## src/rtl/glyph_pkg.sv

```systemverilog
// Shared constants, FSM state type and address helper for the glyph pixel fetch path.
package glyph_pkg;

  localparam logic [14:0] GLYPH_OFFSET_DEFAULT = 15'h400;
  localparam int unsigned GLYPH_ROWS = 8;
  localparam int unsigned GLYPH_COLS = 8;

  typedef enum logic [1:0] {
    StIdle,
    StReq,
    StWait,
    StShift
  } glyph_state_e;

  // Two glyph rows share one 16-bit word; the sum wraps modulo 2^15.
  function automatic logic [14:0] glyph_row_addr(input logic [7:0]  glyph,
                                                 input logic [2:0]  row,
                                                 input logic [14:0] offset);
    return {5'd0, glyph, row[2:1]} + offset;
  endfunction

endpackage

```

## src/rtl/glyph_row_shifter.sv

```systemverilog
// Loadable 8-bit MSB-first pixel shifter with a PIX_DIV prescaler, pixel counter and last-cycle flag.
module glyph_row_shifter
  import glyph_pkg::*;
#(
  parameter int unsigned PIX_DIV = 1
) (
  input  logic       clk_i,
  input  logic       reset_i,
  input  logic       load_i,
  input  logic [7:0] data_i,
  output logic       pixel_o,
  output logic       valid_o,
  output logic       active_o,
  output logic       last_o
);

  localparam logic [3:0] DivLast = 4'(PIX_DIV - 1);
  localparam logic [2:0] PixLast = 3'(GLYPH_COLS - 1);

  logic [6:0] sr_q;
  logic [3:0] div_q;
  logic [2:0] cnt_q;
  logic       active_q;
  logic       pix_q;
  logic       valid_q;
  logic       div_end;

  assign div_end  = (div_q == DivLast);
  // High in the final cycle of the final pixel; a load here continues without a gap.
  assign last_o   = active_q && div_end && (cnt_q == PixLast);
  assign pixel_o  = pix_q;
  assign valid_o  = valid_q;
  assign active_o = active_q;

  always_ff @(posedge clk_i) begin
    if (reset_i) begin
      sr_q     <= '0;
      div_q    <= '0;
      cnt_q    <= '0;
      active_q <= 1'b0;
      pix_q    <= 1'b0;
      valid_q  <= 1'b0;
    end else if (load_i) begin
      sr_q     <= data_i[6:0];
      pix_q    <= data_i[7];
      valid_q  <= 1'b1;
      active_q <= 1'b1;
      div_q    <= '0;
      cnt_q    <= '0;
    end else if (active_q) begin
      if (div_end) begin
        div_q <= '0;
        if (cnt_q == PixLast) begin
          active_q <= 1'b0;
          pix_q    <= 1'b0;
          valid_q  <= 1'b0;
        end else begin
          pix_q   <= sr_q[6];
          sr_q    <= {sr_q[5:0], 1'b0};
          cnt_q   <= cnt_q + 3'd1;
          valid_q <= 1'b1;
        end
      end else begin
        div_q   <= div_q + 4'd1;
        valid_q <= 1'b0;
      end
    end
  end

endmodule

```

## src/rtl/glyph_pixel_fetch.sv

```systemverilog
// Glyph-row fetch FSM: forms the word address, runs the req/gnt/rvalid read and feeds the shifter.
// Define GLYPH_PREFETCH_EN to add a one-deep holding slot that overlaps the next fetch with shifting.
module glyph_pixel_fetch
  import glyph_pkg::*;
#(
  parameter logic [14:0] GLYPH_OFFSET = GLYPH_OFFSET_DEFAULT,
  parameter int unsigned PIX_DIV      = 1
) (
  input  logic        clk,
  input  logic        reset,
  input  logic        start,
  input  logic [7:0]  glyph,
  input  logic [2:0]  row,
  output logic        mem_req,
  output logic [14:0] mem_addr,
  input  logic        mem_gnt,
  input  logic [15:0] mem_rdata,
  input  logic        mem_rvalid,
  output logic        pixel_out,
  output logic        pixel_valid,
  output logic        busy,
  output logic        underrun
);

  glyph_state_e state_q;
  logic         req_q;
  logic [14:0]  addr_q;
  logic         row0_q;
  logic         underrun_q;
  logic [7:0]   byte_sel;
  logic         rv_direct;
  logic         shift_load;
  logic [7:0]   shift_data;
  logic         shift_active;
  logic         shift_last;
`ifdef GLYPH_PREFETCH_EN
  logic [7:0]   hold_q;
  logic         hold_valid_q;
  logic         hold_pop;
`endif

  always_comb begin
    byte_sel  = row0_q ? mem_rdata[7:0] : mem_rdata[15:8];
    // Returned data goes straight to the shifter when it is free or about to be.
    rv_direct = (state_q == StWait) && mem_rvalid && (!shift_active || shift_last);
`ifdef GLYPH_PREFETCH_EN
    hold_pop   = (state_q == StShift) && hold_valid_q && shift_last;
    shift_load = rv_direct || hold_pop;
    shift_data = hold_pop ? hold_q : byte_sel;
`else
    shift_load = rv_direct;
    shift_data = byte_sel;
`endif
  end

  always_ff @(posedge clk) begin
    if (reset) begin
      state_q    <= StIdle;
      req_q      <= 1'b0;
      addr_q     <= '0;
      row0_q     <= 1'b0;
      underrun_q <= 1'b0;
`ifdef GLYPH_PREFETCH_EN
      hold_q       <= '0;
      hold_valid_q <= 1'b0;
`endif
    end else begin
      underrun_q <= 1'b0;
      unique case (state_q)
        StIdle: begin
          if (start) begin
            addr_q  <= glyph_row_addr(glyph, row, GLYPH_OFFSET);
            row0_q  <= row[0];
            req_q   <= 1'b1;
            state_q <= StReq;
          end
        end
        StReq: begin
          underrun_q <= start;
          if (mem_gnt) begin
            req_q   <= 1'b0;
            state_q <= StWait;
          end
        end
        StWait: begin
          underrun_q <= start;
          if (mem_rvalid) begin
`ifdef GLYPH_PREFETCH_EN
            if (!rv_direct) begin
              hold_q       <= byte_sel;
              hold_valid_q <= 1'b1;
            end
`endif
            state_q <= StShift;
          end
        end
        StShift: begin
`ifdef GLYPH_PREFETCH_EN
          if (start && !hold_valid_q) begin
            addr_q  <= glyph_row_addr(glyph, row, GLYPH_OFFSET);
            row0_q  <= row[0];
            req_q   <= 1'b1;
            state_q <= StReq;
          end else begin
            underrun_q <= start;
            if (shift_last && !hold_valid_q) state_q <= StIdle;
          end
          if (hold_pop) hold_valid_q <= 1'b0;
`else
          underrun_q <= start;
          if (shift_last) state_q <= StIdle;
`endif
        end
        default: state_q <= StIdle;
      endcase
    end
  end

  glyph_row_shifter #(
    .PIX_DIV (PIX_DIV)
  ) u_shifter (
    .clk_i    (clk),
    .reset_i  (reset),
    .load_i   (shift_load),
    .data_i   (shift_data),
    .pixel_o  (pixel_out),
    .valid_o  (pixel_valid),
    .active_o (shift_active),
    .last_o   (shift_last)
  );

  assign mem_req  = req_q;
  assign mem_addr = addr_q;
  assign busy     = (state_q != StIdle);
  assign underrun = underrun_q;

endmodule

```

## config.mk

```make
export PLATFORM = sky130hd
export DESIGN_NAME = glyph_pixel_fetch
export DESIGN_NICKNAME = d
export VERILOG_FILES = /design/src/rtl/glyph_pkg.sv /design/src/rtl/glyph_row_shifter.sv /design/src/rtl/glyph_pixel_fetch.sv
export SDC_FILE = /design/constraint.sdc
export NUM_CORES = 1
export LEC_CHECK = 0
export BUFFER_PORTS_ARGS = -buffer_cell sky130_fd_sc_hd__buf_4
export CORE_MARGIN = 4
export CORE_UTILIZATION = 56
export CTS_BUF_LIST = sky130_fd_sc_hd__clkbuf_8
export CTS_CLUSTER_SIZE = 14
export DETAILED_ROUTE_END_ITERATION = 16
export GPL_TIMING_DRIVEN = 0
export PLACE_DENSITY_LB_ADDON = 0.08
export SLEW_MARGIN = 20
export SYNTH_ARGS = -nofsm -noshare
export SYNTH_HDL_FRONTEND = slang
export SYNTH_SLANG_ARGS = --single-unit
```

## constraint.sdc

```tcl
create_clock -name clk -period 5.3 [get_ports clk]
set_clock_uncertainty 0.05 [all_clocks]
set_input_delay 1.06 -clock clk [delete_from_list [all_inputs] [get_ports clk]]
set_output_delay 1.06 -clock clk [all_outputs]
set_load 0.1 [all_outputs]
```

=== Yosys cells after proc, flatten, opt, wreduce, memory -nomap -nowiden ===
Index checks and enable logic that the tools add are counted.

* Input bits: 32
* Register bits after elaboration: 37

* Reduce and logical (&&, ||, !) cells: 21
* Bitwise gates (word level): 2
* $add $sub $neg: 3
* Multiplexer cells: 25
* Eq/ne operators: 9

{| class="wikitable"
|+ Operator list
! operator !! number
|-
| 7-bit 2-to-1 mux || 4
|-
| 1-bit 2-to-1 mux || 13
|-
| 10-bit by 11-bit adder with 12-bit output (second input constant) || 1
|-
| 2-bit inequality test (second input constant) || 5
|-
| 3-bit AND reduction || 3
|-
| 2-bit 2-to-1 mux || 4
|-
| 8-bit 2-to-1 mux || 1
|-
| 2-bit one-hot mux with 4 select lines || 1
|-
| 2-bit nonzero test || 4
|-
| 4-bit by 1-bit adder with 4-bit output (second input constant) || 1
|-
| 2-bit equality test (second input constant) || 2
|-
| 1-bit logical AND || 4
|-
| 4-bit zero test || 1
|-
| 4-bit 2-to-1 mux || 1
|-
| 2-bit AND reduction || 2
|-
| 4-bit AND reduction || 1
|-
| 2-bit OR reduction || 2
|-
| 3-bit by 1-bit adder with 3-bit output (second input constant) || 1
|-
| 3-bit equality test (second input constant) || 1
|-
| 3-bit OR reduction || 1
|-
| 2-bit by 1-bit equality test with 1-bit output (second input constant) || 1
|-
| 2-bit zero test || 1
|-
| 1-bit NOT || 2
|-
| 1-bit one-hot mux with 2 select lines || 1
|-
| 2 further kinds || 2
|}

=== Longest topological paths before layout ===
* Depth after elaboration: 7
* Mapped depth: 8

=== Modules after synthesis ===
Synthesis repeated with hierarchy kept, for this count alone.

* Cells, all modules: 191
* Area total of the unflattened synthesis: 1,720.4 um^2

{| class="wikitable"
|+ By module, submodules not included
! module !! cells an instance !! area each (um^2) !! sequential area each (um^2) !! times used
|-
| glyph_row_shifter || 93 || 878.3 || 340.3 || 1
|-
| glyph_pixel_fetch || 98 || 842.1 || 320.3 || 1
|}

=== Least setup slack after synthesis ===
No wires, ideal clock.

* Path kind: flip-flop to output port
* From: register state_q[0]
* To: output busy
* Path buffers: 0
* Cell stages (with the launch flop): 4
* Arrival: 1.260 ns
* Setup slack: 2.930 ns
* Cell sequence: dfxtp_1 -> inv_1 -> ha_1 -> inv_1

* Cells in the longest elaborated chain, start to end: 1

{| class="wikitable"
|+ Ends and longest elaborated chain
! element !! RTL line !! source
|-
| start: declaration || glyph_pixel_fetch.sv:25 || <nowiki>glyph_state_e state_q;</nowiki>
|-
| start signal: assignment || glyph_pixel_fetch.sv:58 || <nowiki>state_q <= StIdle;</nowiki>
|-
| start signal: assignment || glyph_pixel_fetch.sv:75 || <nowiki>state_q <= StReq;</nowiki>
|-
| start signal: assignment || glyph_pixel_fetch.sv:82 || <nowiki>state_q <= StWait;</nowiki>
|-
| 2-bit nonzero test || glyph_pixel_fetch.sv:134 || <nowiki>assign busy = (state_q != StIdle);</nowiki>
|-
| end: declaration || glyph_pixel_fetch.sv:21 || <nowiki>output logic busy,</nowiki>
|}

Every way passes these cells.

=== Worst setup path in the final report ===
Ends and elaborated chain as after synthesis.

==> flow_metrics.tcl <==
set metrics [dict create \
    synth_xor_area_share_pct 2.17 \
    detail-route-antenna-nets 0 \
    arrival_ps 1360 \
    grt_max_degree 11 \
    avgSynthCellArea_um2 8.86 \
    n_antenna_cell 0 \
    slowest_delay_ps 370 \
    setup.worst_path.start_class "flop" \
    tightest_slew_ps 611 \
    drc 0 \
    fin_crit_sh_pct 46.6 \
    grt_overflow_total 0 \
    critPathBufInv 3 \
    fp.coreArea_um2 2760 \
    grt_pass1_vias 1321 \
    synth_fa_ha_area_share_pct 6.98 \
    ctsResizeCount 0 \
    ioPinCount 52 \
    synthSimpleGateAreaFrac_pct 19.2 \
    syn_area_um2 1610 \
    clkTransAtPathRegs_ps 60 \
    crit_top_cell "inv_1" \
    status "finished clean" \
    critPathMaxFanout 5 \
    drt_iter0_drc 69 \
    crit_family "buffers and inverters" \
    setup_tns_ps 0 \
    first_pass_iters 4 \
    fp-row-count 19 \
    synthCells 182 \
    crit_path_cell_trace "inv_1 > ha_1 > inv_1 > buf_4" \
    layout-drive-gt1-share_pct 27.7 \
    area_delta_synth_final_pct 29.9 \
    synth-seq-cells 33 \
    num_vias 1406 \
    synthFlopType "dfxtp_1" \
    avgViaCountPerCell 5.23 \
    hold_buffers 0 \
    leakagePower_nw 0.918 \
    dp_hpwl_mm 2.63 \
    hp-class "flop to flop" \
    initial_core_util_pct 58.5 \
    maxCapViolCount 0 \
    cts_num_sinks 33 \
    path_class "flop to output port" \
    r2r.worst_path.cells 8 \
    grt_usage_pct 20.2 \
    crit_start "state_q[0]$_SDFFE_PP0P_" \
    endpoint_kind "output port" \
    worst-path-stages 4 \
    layout_min_cycle_time_ps 2470 \
    reg2reg_slack_ps 3310 \
    hold_slack_ps 408 \
    reg2reg_to "u_shifter.sr_q[6]$_SDFFE_PP0P_" \
    wirelength_mm 3.45 \
    htreeDepth 2 \
    nets 279 \
    ys_types 32 \
    post_cts_buffers 0 \
    slew_viol_final 0 \
    wire_per_inst_um 12.8 \
    max_freq_mhz 405 \
    p_int_uw 530 \
    ys_async_sr_fraction_pct 0 \
    final_common_cell "buf_4" \
    max-vdd-ir-drop_uv 442 \
    relSlewSlack_pct 59.3 \
    post-route-util_pct 76.0 \
    synthMuxAreaShare_pct 7.60 \
    gp_congestion 0.730 \
    cts-root-buf "clkbuf_8" \
    powerDensity_nw_per_um2 468 \
    crit_required_ps 4190 \
    synth_compound_area_share_pct 15.7 \
    yosys_warnings 0 \
    cts.path.max_buffers 2 \
    switching_share_pct 45.9 \
    fp.dieW_um 61.7 \
    design.die.area_um2 3800 \
    antenna_found_initial 0 \
    cts_tree "built" \
    setup_viol 0 \
    port_buffers 46 \
    synth_edf_count 0 \
    slowest_stage "dfxtp_1" \
    synth_seq_area_share_pct 41.0 \
    r2r_start "u_shifter.cnt_q[0]$_SDFFE_PP0P_" \
    clk_latency_ps 280 \
    power_frac_comb_pct 48.6 \
    rsz0062_at_grt "false" \
    grt_pass1_wl_mm 5.64 \
    power_frac_clock_pct 18.8 \
    finalHoldViolations 0 \
    pwr-share-seq_pct 32.5 \
    synth_top_family_by_area "simple AND/OR/NAND/NOR gates" \
    fp.dieH_um 61.7 \
    switchingPower_uw 450 \
    final_cell_mix "buf_4 (51), dfxtp_1 (33), nand2_1 (32)" \
    cp-endpoint "busy" \
    cts_buffers 5 \
]
-- worst reg2reg max path, delay by kind of cell, from the launching register on --
family                   cells  cell delay (ps)
AO/OA/AOI/OAI                3              570
AND/OR/NAND/NOR              1              180
flip-flops                   1              350
buffers and inverters        2              490
adder cells (fa/ha/maj)      2              270
-- cells in the mapped netlist (all sizes together) (2+ instances only) --
cell      n  area share, %
nand4bb   2            1.4
mux2      2            1.4
xor2      3            1.6
nor2     14            3.3
dfxtp    33             41
nor2b     3            1.2
nor3b     7            3.3
clkbuf    6            1.4
inv       8            1.9
a21oi    16            5.2
nand3     2           0.62
or2       2           0.78
nand2    32            7.4
mux2i    10            6.2
a211oi   12            5.6
buf       9            4.0
ha        9            7.0
-- flip-flops by register name, indices dropped and copies added (netlist names) --
register and count:
mem_addr 11, mem_req 1, row0_q 1, state_q 2
u_shifter.active_o 1, u_shifter.cnt_q 3, u_shifter.div_q 4, u_shifter.pixel_o 1
u_shifter.sr_q 7, u_shifter.valid_o 1, underrun 1
-- cell families after synthesis --
logic type | count (synthesis)
buf+inv | 23
fa+ha+maj | 9
other cells | 1
flops | 33
compound gates | 35
mux | 12
simple gates | 65
xor+xnor | 4
-- layer usage --
layer,wire (µm),GRT usage [%]
met3,218,5.87
met4,36,5.45
met2,1710,36.5
met5,0,0
met1,1490,23.2
-- layout make-up --
cell class,count,area [µm²]
clock inverters,1,3.75
fillers,221,663
plain buffers,15,86.3
flip-flops and latches,33,661
inverters,8,30.0
well taps,31,38.8
clock buffers,6,82.6
multi-input cells,129,847
repair buffers,46,345
-- worst min-delay path by stage --
stage                                               from                              to  slack [ps]  cells after the start
after floorplan           u_shifter.sr_q[0]$_SDFFE_PP0P_  u_shifter.sr_q[0]$_SDFFE_PP0P_         400                      2
after global placement          mem_addr[9]$_SDFFE_PP0P_        mem_addr[9]$_SDFFE_PP0P_         390                      2
after detailed placement        mem_addr[9]$_SDFFE_PP0P_        mem_addr[9]$_SDFFE_PP0P_         400                      2
after CTS                       mem_addr[9]$_SDFFE_PP0P_        mem_addr[9]$_SDFFE_PP0P_         410                      2
after global routing            mem_addr[7]$_SDFFE_PP0P_        mem_addr[7]$_SDFFE_PP0P_         440                      2
final                           mem_addr[9]$_SDFFE_PP0P_        mem_addr[9]$_SDFFE_PP0P_         410                      2
-- power groups by stage --
stage	sequential (mW)	combinational [mW]	clock [mW]
floorplan	0.497	0.204	0
global placement	0.321	0.466	0
detailed placement	0.324	0.477	0
CTS	0.319	0.478	0.189
global route	0.324	0.507	0.198
finish	0.319	0.477	0.185
-- per-stage QoR --
stage	worst slack, ps	power [mW]	instance area (µm²)	instances
6_report	2830	0.981	2090	269
3_3_place_gp	3100	0.788	2010	262
3_5_place_dp	3080	0.801	2010	262
4_1_cts	2820	0.986	2090	269
2_1_floorplan	2930	0.701	1620	185
5_1_grt	2760	1.03	2090	269
(Power assumes the default switching activity.)
